$ cat src/rtl/pll_lock_supervisor.sv
// PLL reset/lock sequencer: pulses the PLL reset, waits for a qualified lock, then releases the core reset.
// Optional macro PLL_SUP_LOL_RESTART_EN: loss of lock in RUN restarts the whole sequence.
module pll_lock_supervisor #(
    parameter int RST_CYCLES    = 8,
    parameter int LOCK_TIMEOUT  = 50000,
    parameter int STABLE_CYCLES = 1024,
    parameter int RETRY_MAX     = 3
) (
    input  logic       refclk,
    input  logic       rst,
    input  logic       pll_locked,
    output logic       pll_rst,
    output logic       sys_reset,
    output logic       ready,
    output logic       fail,
    output logic [3:0] retries,
    output logic       lol,
    output logic [2:0] fsm_state
);

    localparam int MAX_A = (RST_CYCLES > LOCK_TIMEOUT) ? RST_CYCLES : LOCK_TIMEOUT;
    localparam int MAX_P = (MAX_A > STABLE_CYCLES) ? MAX_A : STABLE_CYCLES;
    localparam int CW    = $clog2(MAX_P) + 1;

    localparam logic [CW-1:0] ONE       = CW'(1);
    localparam logic [CW-1:0] RST_LAST  = CW'(RST_CYCLES - 1);
    localparam logic [CW-1:0] TO_LAST   = CW'(LOCK_TIMEOUT - 1);
    localparam logic [CW-1:0] STAB_LAST = CW'(STABLE_CYCLES - 1);
    localparam logic [3:0]    RETRY_LIM = 4'(RETRY_MAX);

    typedef enum logic [2:0] {
        S_PRST = 3'd0,
        S_WAIT = 3'd1,
        S_STAB = 3'd2,
        S_RUN  = 3'd3,
        S_FAIL = 3'd4
    } state_t;

    state_t          state, state_n;
    logic [CW-1:0]   cnt, cnt_n;
    logic [3:0]      retries_n;
    logic            lol_n;
    logic            sync1, lock_s;

    // pll_locked is asynchronous; this pair is the only place it is sampled.
    always_ff @(posedge refclk) begin
        if (rst) begin
            sync1  <= 1'b0;
            lock_s <= 1'b0;
        end else begin
            sync1  <= pll_locked;
            lock_s <= sync1;
        end
    end

    always_comb begin
        state_n   = state;
        cnt_n     = cnt;
        retries_n = retries;
        lol_n     = lol;
        unique case (state)
            S_PRST: begin
                if (cnt == RST_LAST) begin
                    state_n = S_WAIT;
                    cnt_n   = '0;
                end else begin
                    cnt_n = cnt + ONE;
                end
            end
            S_WAIT: begin
                // Lock is checked before the timeout so a lock on the last cycle wins.
                if (lock_s) begin
                    state_n = S_STAB;
                    cnt_n   = '0;
                end else if (cnt == TO_LAST) begin
                    cnt_n = '0;
                    if (retries == RETRY_LIM) begin
                        state_n = S_FAIL;
                    end else begin
                        retries_n = retries + 4'd1;
                        state_n   = S_PRST;
                    end
                end else begin
                    cnt_n = cnt + ONE;
                end
            end
            S_STAB: begin
                if (!lock_s) begin
                    state_n = S_WAIT;
                    cnt_n   = '0;
                end else if (cnt == STAB_LAST) begin
                    state_n = S_RUN;
                    cnt_n   = '0;
                end else begin
                    cnt_n = cnt + ONE;
                end
            end
            S_RUN: begin
                if (!lock_s) begin
                    lol_n = 1'b1;
`ifdef PLL_SUP_LOL_RESTART_EN
                    state_n = S_PRST;
                    cnt_n   = '0;
`endif
                end
            end
            S_FAIL: begin
                state_n = S_FAIL;
            end
            default: begin
                state_n = S_PRST;
                cnt_n   = '0;
            end
        endcase
    end

    // Outputs decode the next state so they move on the same edge as the state register.
    always_ff @(posedge refclk) begin
        if (rst) begin
            state     <= S_PRST;
            cnt       <= '0;
            retries   <= 4'd0;
            lol       <= 1'b0;
            pll_rst   <= 1'b1;
            sys_reset <= 1'b1;
            ready     <= 1'b0;
            fail      <= 1'b0;
        end else begin
            state     <= state_n;
            cnt       <= cnt_n;
            retries   <= retries_n;
            lol       <= lol_n;
            pll_rst   <= (state_n == S_PRST) || (state_n == S_FAIL);
            sys_reset <= (state_n != S_RUN);
            ready     <= (state_n == S_RUN);
            fail      <= (state_n == S_FAIL);
        end
    end

    assign fsm_state = state;

endmodule

$ cat config.mk
export PLATFORM = sky130hd
export DESIGN_NAME = pll_lock_supervisor
export DESIGN_NICKNAME = d
export VERILOG_FILES = /design/src/rtl/pll_lock_supervisor.sv
export SDC_FILE = /design/constraint.sdc
export NUM_CORES = 1
export LEC_CHECK = 0
export CAP_MARGIN = 20
export CORE_MARGIN = 2
export CORE_UTILIZATION = 51
export CTS_CLUSTER_DIAMETER = 60
export DETAILED_ROUTE_END_ITERATION = 10
export PLACE_DENSITY = 0.78
export SLEW_MARGIN = 40
export SYNTH_ARGS = -nofsm -noshare
export SYNTH_HDL_FRONTEND = slang
export SYNTH_SLANG_ARGS = --single-unit
$ cat constraint.sdc
create_clock -name refclk -period 2.69 [get_ports refclk]
set_clock_uncertainty 0.1 [all_clocks]
set_input_delay 0.269 -clock refclk [delete_from_list [all_inputs] [get_ports refclk]]
set_output_delay 0.269 -clock refclk [all_outputs]
set_load 0.05 [all_outputs]
==> results.py, run 1 <==
metrics = {
    "yosys": {
        "syn-num-nets": 200,
        "synth_top_flop_cell": "dfxtp_1",
        "syn_avg_cell_area_sq_um": 8.431,
        "yosysWarnings": 0,
        "synth_seq_area_share_pct": 37.75,
        "synth_edf_count": 0,
        "synthDistinctLibCells": 45,
        "syn_area_sq_um": 1644,
        "netlist_instances": 195,
        "synth-async-reset-ratio_pct": 0,
        "yosys_register_bits": 31,
    },
    "floorplan": {
        "die_h_um": 60.78,
        "start_util_pct": 53.85,
        "ioPinCount": 15,
        "fp.dieArea_sq_um": 3694,
        "die_w_um": 60.78,
        "core-area_sq_um": 3053,
        "core.rowCount": 20,
    },
    "global_route": {
        "first_global_vias": 1388,
        "grt_max_degree": 33,
        "globalRouteOverflowTotal": 0,
        "grt_pass1_wl_mm": 6.327,
        "grt.total_usage_pct": 23.58,
        "grt_antenna_before_repair": 0,
    },
    "placed_design": {
        "place_congestion": 0.9469,
        "port_buffers": 14,
        "place_hpwl_mm": 2.626,
    },
    "power_and_ir_drop": {
        "combPwrFrac_pct": 4.0,
        "clockPowerShare_pct": 43.4,
        "power.switching_uw": 194.4,
        "switching_share_pct": 21.72,
        "powerDensity_nw_per_um2": 463.0,
        "p_int_uw": 700.7,
        "seq_power_share_pct": 52.6,
        "power_leakage_nw": 0.6920,
        "vdd_drop_max_mv": 0.3020,
    },
    "finish": {
        "multi_input_area_sq_um": 923.4,
        "nFillCells": 285,
        "final_common_cell": "nand2_1",
        "register_area_sq_um": 623.1,
        "n_antenna_cell": 0,
        "layout_common_cells": "30 x nand2_1, 29 x dfxtp_1, 25 x nor2_1",
        "finalNetCount": 223,
        "drive_above_1_share_pct": 15.53,
        "syn_to_final_growth_pct": 17.58,
    },
    "routing": {
        "vias": 1507,
        "drtPass1Iterations": 4,
        "via_per_inst": 5.730,
        "drcViolationCount": 0,
        "wl_per_cell_um": 14.16,
        "drtIter0Drc": 57,
        "routed_wl_mm": 3.725,
        "postRouteAntennaNets": 0,
    },
    "timing": {
        "tightest_slew_ns": 0.5032,
        "drv_slew": 0,
        "setup_viol": 0,
        "fmax_mhz": 384.7,
        "timing.final.crit_share_pct": 96.65,
        "hold_viol": 0,
        "finalSetupTns_ns": 0,
        "relSlewSlack_pct": 66.35,
        "fin_crit_ns": 2.600,
        "hold_slack_ns": 0.3642,
    },
    "clocking": {
        "postCtsHoldBufs": 0,
        "cts_sinks": 31,
        "clkSlewWorstSetupHoldPaths_ns": 0.09,
        "cts-root-buf": "clkbuf_4",
        "cts.htree.levels": 2,
        "cts_buffer_depth": 2,
        "cts-buffers-inserted": 5,
        "insertion_delay_ns": 0.35,
        "cts_tree": "yes",
    },
    "worst_hold_path": {
        "hold_class": "register to register",
        "min-delay-start": "sync1",
        "min_delay_path_depth": 1,
    },
    "worst_setup_path": {
        "r2r_start": "cnt[0]",
        "crit_fanout": 8,
        "ff2ff_path_depth": 8,
        "crit_start": "cnt[0]",
        "cp.required_ns": 2.82,
        "end_kind": "register",
        "cp.arrival_ns": 2.73,
        "worst_setup_path_start_kind": "register",
        "worst-setup-path-type": "register to register",
    },
    "flow_run": {
        "maxCapViolCount": 0,
    },
    "status": {
        "status": "finished, final reports clean",
    },
}
## per-stage QoR
| stage | worst slack [ns] | total power, mW | cells | utilization, % | instance area (sq um) |
|---|---|---|---|---|---|
| floorplan | 0.1243 | 0.5033 | 195 | - | 1644 |
| global placement | 0.08518 | 0.5111 | 253 | 59.47 | 1815 |
| detailed placement | -0.01574 | 0.5140 | 253 | 59.47 | 1815 |
| CTS | 0.02268 | 0.8959 | 261 | 62.30 | 1902 |
| global route | -0.02427 | 0.9181 | 263 | 63.32 | 1933 |
| finish | 0.09023 | 0.8951 | 263 | 63.32 | 1933 |
## final cells by class
cell class	count	share of cell area, %
multi-input combinational	152	47.77
tap	44	2.848
timing repair buffer	27	12.49
clock inverter	2	1.812
clock buffer	6	2.654
inverter	1	0.1942
sequential	31	32.23
## cell usage after synthesis (3+ instances only)
cell / instances / area (sq um)
a211oi_1: 3 / 22.52
a21oi_1: 5 / 25.02
and2_1: 3 / 18.77
buf_6: 4 / 45.04
clkbuf_8: 3 / 41.29
dfxtp_1: 31 / 620.6
mux2i_1: 6 / 60.06
nand2_1: 30 / 112.6
nand3_1: 7 / 35.03
nand4_1: 5 / 31.28
nor2_1: 25 / 93.84
nor2b_1: 3 / 18.77
nor3_1: 7 / 35.03
nor4_1: 11 / 68.82
o21ai_0: 5 / 25.02
o31ai_1: 6 / 45.04
or4_1: 3 / 22.52
xnor2_1: 3 / 26.28
xor2_1: 4 / 35.03
## final timing paths
kind,endpoint,slack (ns)
worst max-delay path,cnt[10],0.09
worst max register to register,cnt[10],0.09
worst min-delay path,lock_s,0.36
worst min register to register,lock_s,0.36
## cell families after synthesis
| kind of cell | share of synthesized area, % |
|---|---|
| AND/OR/NAND/NOR | 34.25 |
| flip-flops | 37.75 |
| AO/OA/AOI/OAI | 12.40 |
| buffers and inverters | 6.697 |
| XOR/XNOR | 3.729 |
| multiplexers | 3.653 |
| adder cells (fa/ha/maj) | 1.522 |
## worst max-delay path, stage by stage, from the launching register on
cell and delay [ns]:
dfxtp_2 0.37, ha_1 0.18, or4bb_1 0.49, or4_4 0.45, o21a_1 0.21, or2_4 0.28
nor3_4 0.18, buf_6 0.15, o31ai_1 0.07
## sequential cells by signal, summed over array words and instances (netlist names)
register,count
pll_rst,1
ready,1
lol,1
fsm_state,3
sys_reset,1
sync1,1
retries,4
fail,1
lock_s,1
cnt,17
## routing by layer
layer  vias up  share of wire (%)  GRT usage, %
li1        751                  -             -
met1       724                 47         30.91
met2        25                 48         36.71
met3         7                4.1         5.117
met4         0                1.6         11.80
met5         -                  0             0
## power groups by stage
stage / Combinational, mW / Sequential, mW / Clock (mW)
5_1_grt: 0.0390 / 0.472 / 0.407
3_3_place_gp: 0.0311 / 0.480 / 0
6_report: 0.0356 / 0.471 / 0.388
4_1_cts: 0.0335 / 0.470 / 0.392
2_1_floorplan: 0.0235 / 0.480 / 0
3_5_place_dp: 0.0334 / 0.481 / 0
## what timing repair did
action,4_1_cts,5_1_grt
setup endpoints to repair,5,10
gates resized for setup,0,5
pin swaps,1,4
buffers inserted,0,2
hold endpoints to repair,0,0
No activity file was read; power rests on OpenSTA's default activity.
==> inputs of run 2 (changes only) <==
--- a/config.mk
+++ b/config.mk
@@ -6,7 +6,6 @@
 export NUM_CORES = 1
 export LEC_CHECK = 0
 export CAP_MARGIN = 20
-export CORE_MARGIN = 2
 export CORE_UTILIZATION = 51
 export CTS_CLUSTER_DIAMETER = 60
 export DETAILED_ROUTE_END_ITERATION = 10
==> results.py, run 2 (synthesis gave the netlist of run 1 again) <==
metrics = {
    "routing": {
        "wl_per_cell_um": 14.48,
        "postRouteAntennaNets": 0,
        "routed_wl_mm": 3.837,
        "drtPass1Iterations": 4,
        "via_per_inst": 5.849,
        "drtIter0Drc": 87,
        "drcViolationCount": 0,
        "vias": 1550,
    },
    "placed_design": {
        "place_hpwl_mm": 2.734,
        "place_congestion": 0.8782,
        "port_buffers": 14,
    },
    "power_and_ir_drop": {
        "powerDensity_nw_per_um2": 463.4,
        "vdd_drop_max_mv": 0.2749,
        "power_leakage_nw": 0.6956,
    },
    "clocking": {
        "cts.htree.levels": 2,
        "insertion_delay_ns": 0.35,
        "cts-root-buf": "clkbuf_4",
        "cts_sinks": 31,
        "postCtsHoldBufs": 0,
        "cts_buffer_depth": 2,
        "clkSlewWorstSetupHoldPaths_ns": 0.10,
        "cts-buffers-inserted": 5,
        "cts_tree": "yes",
    },
    "timing": {
        "setup_viol": 0,
        "fmax_mhz": 382.8,
        "tightest_slew_ns": 0.5095,
        "timing.final.crit_share_pct": 97.11,
        "relSlewSlack_pct": 65.92,
        "fin_crit_ns": 2.612,
        "finalSetupTns_ns": 0,
        "drv_slew": 0,
        "hold_viol": 0,
    },
    "worst_hold_path": {
        "worstHoldEndpoint": "sync1",
        "min-delay-start": "pll_locked",
        "hold_class": "input pin to register",
        "min_delay_path_depth": 2,
    },
    "finish": {
        "drive_above_1_share_pct": 15.84,
        "final_common_cell": "nand2_1",
        "layout_common_cells": "30 x nand2_1, 29 x dfxtp_1, 25 x nor2_1",
        "largest_register_ffs": 17,
        "nFillCells": 278,
        "utilization_pct": 63.93,
        "finalNetCount": 225,
        "largest_register": "cnt",
        "syn_to_final_growth_pct": 18.72,
        "n_antenna_cell": 0,
    },
    "worst_setup_path": {
        "crit_chain": "ha_1 -> or4bb_1 -> or4_4 -> o21a_1 -> or2_4 -> nor3_4 -> buf_12 -> o31ai_1",
        "path_buf_inv": 1,
        "r2r-end": "cnt[14]",
        "cp.arrival_ns": 2.76,
        "worst-setup-path-type": "register to register",
        "cp_slowest_cell": "or4bb_1",
        "critPathTopFamily": "simple AND/OR/NAND/NOR gates",
        "r2r_start": "cnt[0]",
        "cp.required_ns": 2.84,
        "worst_setup_path_start_kind": "register",
        "ff2ff_path_depth": 8,
        "r2r_slack_ns": 0.08,
        "end_kind": "register",
        "critPathMaxStageDelay_ns": 0.48,
        "crit_fanout": 7,
    },
    "global_route": {
        "grt_antenna_before_repair": 0,
        "grt_pass1_wl_mm": 6.403,
        "globalRouteOverflowTotal": 0,
        "grt.total_usage_pct": 24.58,
        "grt_max_degree": 18,
        "first_global_vias": 1469,
    },
    "floorplan": {
        "die_w_um": 58.78,
        "ioPinCount": 15,
        "die_h_um": 58.78,
        "core.rowCount": 20,
        "core-area_sq_um": 3053,
        "start_util_pct": 53.85,
        "fp.dieArea_sq_um": 3455,
    },
    "status": {
        "status": "finished, final reports clean",
    },
    "flow_run": {
        "maxCapViolCount": 0,
    },
}
[run 2: worst max path at each step]
| stage | end | start | slack [ns] | cells after the start |
|---|---|---|---|---|
| floorplan | fsm_state[0] | cnt[0] | 0.12 | 7 |
| CTS | cnt[12] | cnt[0] | 0.02 | 7 |
| global placement | cnt[10] | cnt[0] | 0.09 | 7 |
| detailed placement | cnt[12] | cnt[0] | -0.001 | 7 |
| finish | cnt[14] | cnt[0] | 0.08 | 8 |
| global route | cnt[10] | cnt[0] | -0.01 | 8 |
[run 2: report_power, final]
part	total (mW)	switching, mW	internal, mW	leakage, nW
Clock	0.395	0.176	0.219	0.0482
Sequential	0.471	0.00531	0.465	0.251
Combinational	0.0385	0.0202	0.0183	0.396
[run 2: repair_timing]
action,CTS,global route
pin swaps,1,4
gates cloned,0,0
gates resized for setup,0,3
setup endpoints to repair,7,11
buffers inserted,0,3
[run 2: worst reg2reg max path: stages (launching register included)]
cell and delay, ns:
dfxtp_2 0.36, ha_1 0.17, or4bb_1 0.48, or4_4 0.45, o21a_1 0.21, or2_4 0.28, nor3_4 0.24, buf_12 0.16
o31ai_1 0.07
[run 2: per-stage QoR]
step | cells | power, mW | worst slack [ns] | cell area [sq um] | hold WS [ns]
final | 265 | 0.9046 | 0.07766 | 1952 | 0.3602
after global routing | 265 | 0.9284 | -0.01107 | 1952 | 0.3869
after CTS | 262 | 0.9059 | 0.01832 | 1909 | 0.3431
after detailed placement | 254 | 0.5146 | -0.0009759 | 1823 | 0.3488
after global placement | 254 | 0.5120 | 0.09041 | 1823 | 0.3519
after floorplan | 195 | 0.5033 | 0.1243 | 1644 | 0.2682
[run 2: metal layers]
| layer | track usage [%] | routed length, um |
|---|---|---|
| met2 | 39.77 | 1838 |
| met5 | 0 | 0 |
| met4 | 11.90 | 65 |
| met1 | 30.49 | 1715 |
| met3 | 6.154 | 217 |
[run 2: final cells by class]
type                       instances  area, sq um  area share, %
clock inverter                     2        35.03          1.795
sequential                        31        623.1          31.92
tap                               44        55.05          2.821
timing repair buffer              29        265.3          13.59
multi-input combinational        152        918.4          47.05
inverter                           1        3.754         0.1923
clock buffer                       6        51.30          2.628
==> inputs of run 3 (changes only) <==
--- a/config.mk
+++ b/config.mk
@@ -10,7 +10,7 @@
 export CTS_CLUSTER_DIAMETER = 60
 export DETAILED_ROUTE_END_ITERATION = 10
 export PLACE_DENSITY = 0.78
-export SLEW_MARGIN = 40
+export SLEW_MARGIN = 20
 export SYNTH_ARGS = -nofsm -noshare
 export SYNTH_HDL_FRONTEND = slang
 export SYNTH_SLANG_ARGS = --single-unit
==> results of run 3 <==
The final DEF is identical to that of run 2; final timing and power are the same.
